<file path="src/rtl/uart_tx_arbiter.sv">
// Round-robin arbiter sharing one UART transmitter among NUM_REQ byte sources.
// Grants a source, pulses tx_start/ack, waits for tx_done, then holds an idle gap.
module uart_tx_arbiter #(
  parameter int DATA_BITS = 8,
  parameter int NUM_REQ   = 4,
  parameter int IDLE_GAP  = 2
) (
  input  logic                           clk,
  input  logic                           reset,
  input  logic [NUM_REQ-1:0]             req,
  input  logic [NUM_REQ*DATA_BITS-1:0]   req_data,
  output logic [NUM_REQ-1:0]             ack,
  output logic                           tx_start,
  output logic [DATA_BITS-1:0]           tx_data,
  input  logic                           tx_busy,
  input  logic                           tx_done,
  output logic [$clog2(NUM_REQ)-1:0]     owner,
  output logic                           active
);

  localparam int IW = $clog2(NUM_REQ);
  localparam int GW = (IDLE_GAP > 1) ? $clog2(IDLE_GAP) : 1;
  localparam logic [GW-1:0] GAP_LAST = GW'((IDLE_GAP > 0) ? IDLE_GAP - 1 : 0);

  typedef enum logic [1:0] {IDLE, LOAD, SEND, GAP} state_t;

  state_t                 state;
  logic [IW-1:0]          rr_ptr;
  logic [GW-1:0]          gap_cnt;

  logic [DATA_BITS-1:0]   bytes [NUM_REQ];
  logic [IW-1:0]          idx;
  logic [IW-1:0]          pick;
  logic [NUM_REQ-1:0]     pick_onehot;
  logic                   found;

  always_comb begin
    for (int unsigned k = 0; k < NUM_REQ; k++) begin
      bytes[k] = req_data[k*DATA_BITS +: DATA_BITS];
    end
  end

  // Scan from rr_ptr upward, wrapping, and keep the first requesting source.
  always_comb begin
    idx         = '0;
    pick        = '0;
    pick_onehot = '0;
    found       = 1'b0;
    for (int unsigned k = 0; k < NUM_REQ; k++) begin
      idx = IW'((32'(rr_ptr) + k) % NUM_REQ);
      if (!found && req[idx]) begin
        found            = 1'b1;
        pick             = idx;
        pick_onehot[idx] = 1'b1;
      end
    end
  end

  always_ff @(posedge clk) begin
    if (!reset) begin
      state    <= IDLE;
      rr_ptr   <= '0;
      gap_cnt  <= '0;
      ack      <= '0;
      tx_start <= 1'b0;
      tx_data  <= '0;
      owner    <= '0;
      active   <= 1'b0;
    end else begin
      ack      <= '0;
      tx_start <= 1'b0;
      unique case (state)
        IDLE: begin
          if (!tx_busy && found) begin
            owner    <= pick;
            tx_data  <= bytes[pick];
            ack      <= pick_onehot;
            tx_start <= 1'b1;
            active   <= 1'b1;
            state    <= LOAD;
          end
        end
        LOAD: begin
          rr_ptr <= (owner == IW'(NUM_REQ - 1)) ? '0 : owner + 1'b1;
          state  <= SEND;
        end
        SEND: begin
          if (tx_done) begin
            if (IDLE_GAP > 0) begin
              gap_cnt <= '0;
              state   <= GAP;
            end else begin
              active <= 1'b0;
              state  <= IDLE;
            end
          end
        end
        GAP: begin
          if (gap_cnt == GAP_LAST) begin
            active <= 1'b0;
            state  <= IDLE;
          end else begin
            gap_cnt <= gap_cnt + 1'b1;
          end
        end
        default: state <= IDLE;
      endcase
    end
  end

endmodule
</file>
<file path="config.mk">
export PLATFORM = sky130hd
export DESIGN_NAME = uart_tx_arbiter
export DESIGN_NICKNAME = d
export VERILOG_FILES = /design/src/rtl/uart_tx_arbiter.sv
export SDC_FILE = /design/constraint.sdc
export NUM_CORES = 1
export LEC_CHECK = 0
export CAP_MARGIN = 40
export CELL_PAD_IN_SITES_DETAIL_PLACEMENT = 0
export CELL_PAD_IN_SITES_GLOBAL_PLACEMENT = 1
export CORE_MARGIN = 2
export CORE_UTILIZATION = 36
export DETAILED_ROUTE_END_ITERATION = 10
export PLACE_DENSITY_LB_ADDON = 0.3
export SYNTH_ARGS = -nofsm -noshare
export SYNTH_HDL_FRONTEND = slang
export SYNTH_SLANG_ARGS = --single-unit
</file>
<file path="constraint.sdc">
create_clock -name clk -period 6.65 [get_ports clk]
set_input_delay 1.33 -clock clk [delete_from_list [all_inputs] [get_ports clk]]
set_output_delay 1.33 -clock clk [all_outputs]
set_load 0.1 [all_outputs]
</file>
==> results.md <==
* Status: complete, no violations
* Placed cell count at 323
* CP max FO at 17
* CP Capture Type: flip-flop
* N_diodes at 0
* DP Worst Slack at 2.352 ns
* R2R cell count at 8
* Root Driver: clkbuf_8
* Synth async-reset ratio at 0%
* Final Power at 942.6 µW
* Synthesized-area fraction occupied by adder cells at 8.041%
* Simple-gate portion of the synthesized area at 23.10%
* Met1 wire length at 2.073 mm
* Clock Latency Late Sink at 0.26 ns
* Reg2Reg Capture Point: tx_data[1]$_SDFFE_PN0P_
* LEAKAGE at 0.001053 µW
* GR Overflow Total at 0
* Main combinational cell family by area after synthesis: compound AO/OA/AOI/OAI gates
* Site Rows at 25
* CTS Buffer Depth at 2
* Setup violations, final at 0
* Crit-path cells: clkdlybuf4s50_1 > mux4_2 > nor2b_2 > nor2_2 > o21ba_1 > mux2i_1 > o211ai_1
* Largest net degree at the start of global routing at 33
* YS warnings at 0
* Final setup TNS at 0 ns
* Hold WS at 0.4746 ns
* Cell area after synthesis at 1712 µm²
* DR WL/cell at 14.12 µm
* Worst-Margin Slew at 0.6066 ns
* Vias at 1,769
* Die Footprint at 5322 µm²
* Peak VDD IR at 0.0002400 V
* Crit path max-delay family: multiplexers
* Max_slew headroom at 59.47%
* Mux cell area share after synthesis at 13.08%
* Critical path buffers and inverters at 1
* Clock skew at 0.002315 ns
* Top sig layer: met4
* First-pass GRT wire length at 7.541 mm
* Synth unique cells at 43
* Routed wire length at 4.616 mm
* FF-to-FF Start: rr_ptr[1]$_SDFFE_PN0N_
* Fin crit share at 60.61%
* Post-CTS setup buffer count at 0
* Initial DRC count at 90
* Mean Syn Cell Area at 8.190 µm²
* Synth Area in Compound Gates at 25.00%
* Clk sinks at 21
* Post-synth EDFFs at 0
* RSZ-0062 raised after global routing: false
* Max Clk Rate at 248.1 MHz
* Post-synthesis xor/xnor area fraction at 0%
* CP Data Required Time at 6.79 ns
* Share of layout cells above drive strength 1 at 10.99%
* Post-synthesis sequential area ratio at 24.56%
* Hold path cells at 2
* Fillers at 434
* Cts bufs inserted at 3
* Die Ht at 72.96 µm
* Synth Instances at 209
* Nets at 325
* Fin. max-slew vios at 0
* Die W at 72.96 µm
* Critical path's slowest cell: clkdlybuf4s50_1
* Clk slew on worst S/H paths at 0.07 ns
* DRC viols at 0
* CTS tree: built
* Worst EP arrival at 4.17 ns
* Finished Layout Cells at 327
* Post-synthesis sequential element count at 21
* Min cycle time layout at 4.030 ns
* Core area at 4661 µm²
* Overall Global Routing Usage at 17.87%
* Final hold violations at 0
* Setup slack after layout at 2.620 ns
* PD cells at 369.1 nW/µm²
* Synth Flop Type: dfxtp_1
* Port buffer count at 55
* First drt pass iteration count at 4
* Setup CP Type: input pin to flip-flop
* Post-DP HPWL at 3.442 mm
* Met3 wire len at 214 µm
* Post_cts resized at 0
* Placer Congestion at 0.7881
* Hold_sp: tx_data[1]$_SDFFE_PN0P_
* Detail Route Antenna Nets at 0
* Hold Path End: tx_data[1]$_SDFFE_PN0P_
* Setup crit start kind: input pin
* Initial core utilization at 36.72%
* Via-to-Cell Ratio at 5.410
* Syn nets at 260
* FF-to-FF setup slack at 3.31 ns
* Met2 wire len at 2.294 mm
* Critical Path Max Stage Delay at 0.66 ns
* Initial antenna violation count at 0
* Vias in the first global route at 1,567
* Synthesis-to-finish area growth at 49.20%
* Reported max-cap violation count at 0
* CTS Hold Bufs at 0
* Min-Delay Path Class: flip-flop to flip-flop
* Ports at 56
* H-tree Lvls at 1
[cells in the final DEF, fill, tap and decap left out, types with 3 or more instances in the layout]
cell type | synthesis | layout
buf_8 | 0 | 16
o211ai_1 | 9 | 9
inv_1 | 8 | 8
nand2_1 | 22 | 22
clkbuf_8 | 0 | 3
and3_1 | 8 | 8
mux2i_1 | 15 | 15
ha_1 | 11 | 11
nand2b_1 | 3 | 3
nor2_1 | 25 | 25
a22oi_1 | 5 | 5
a21oi_1 | 4 | 4
a22o_1 | 9 | 9
o21ai_0 | 8 | 8
o31ai_1 | 9 | 9
nor3_1 | 3 | 3
clkdlybuf4s50_1 | 0 | 55
a221oi_1 | 4 | 4
nor2b_1 | 5 | 5
dfxtp_1 | 21 | 21
[sequential cells by signal, indices dropped and copies added, names as in the netlist]
signal and flops:
ack 4, state 2, rr_ptr 2, tx_start 1
owner 2, active 1, tx_data 8, gap_cnt 1
[layer usage]
metal,GRT usage [%],up-vias
met5,0,-
met4,3.086,0
met3,3.591,2
met2,29.60,50
met1,24.44,821
li1,-,896
[worst max-delay path by stage]
stage                start                 endpoint  slack, ns  cells after the start
floorplan           req[2]  tx_data[5]$_SDFFE_PN0P_       3.73                      7
global placement    req[1]  tx_data[1]$_SDFFE_PN0P_       2.46                      7
detailed placement  req[1]  tx_data[1]$_SDFFE_PN0P_       2.35                      7
CTS                 req[1]  tx_data[1]$_SDFFE_PN0P_       2.63                      7
global route        req[1]  tx_data[1]$_SDFFE_PN0P_       2.42                      7
finish              req[1]  tx_data[1]$_SDFFE_PN0P_       2.62                      7
[cell families after synthesis]
logic type / after synthesis
AND/OR/NAND/NOR: 80
AO/OA/AOI/OAI: 57
buffers and inverters: 21
flip-flops: 21
multiplexers: 19
adder cells (fa/ha/maj): 11
[worst register-to-register path: cells and delay by family, from the launching register on]
kind,cells,cell delay (ns)
fa+ha+maj,1,0.57
simple gates,2,0.60
mux,1,0.27
flops,1,0.63
buf+inv,1,0.18
compound gates,3,0.96
[synthesized netlist by cell type (2+ instances only)]
library cell / instances / share of area [%]
nor2_1: 25 / 5.5
nand2_1: 22 / 4.8
dfxtp_1: 21 / 25
mux2i_1: 15 / 8.8
ha_1: 11 / 8.0
a22o_1: 9 / 4.6
o211ai_1: 9 / 3.9
o31ai_1: 9 / 3.9
and3_1: 8 / 2.9
inv_1: 8 / 1.8
o21ai_0: 8 / 2.3
a22oi_1: 5 / 2.2
nor2b_1: 5 / 1.8
a21oi_1: 4 / 1.2
a221oi_1: 4 / 2.0
buf_2: 4 / 1.2
clkbuf_1: 4 / 0.88
nand2b_1: 3 / 1.1
nor3_1: 3 / 0.88
a211oi_1: 2 / 0.88
and2_1: 2 / 0.73
buf_4: 2 / 0.88
buf_6: 2 / 1.3
mux4_2: 2 / 2.6
nand3_1: 2 / 0.58
nor4_1: 2 / 0.73
o2bb2ai_1: 2 / 1.0
[power breakdown]
group	internal [µW]	switching [µW]
combinational	266	407
clock	42.7	41.5
sequential	161	24.1
[through the flow]
step	instance area (µm²)	utilization, %
detailed placement	2509	53.83
finish	2554	54.79
floorplan	1712	-
global route	2554	54.79
global placement	2268	48.67
CTS	2554	54.79
[final cells by class]
class | count | area (µm²) | share of cell area, %
Multi-Input combinational cell | 167 | 1185 | 46.40
Clock buffer | 4 | 45.04 | 1.764
Tap cell | 54 | 67.56 | 2.646
Timing Repair Buffer | 73 | 805.8 | 31.55
Sequential cell | 21 | 420.4 | 16.46
Inverter | 8 | 30.03 | 1.176
(Power assumes the default switching activity.)
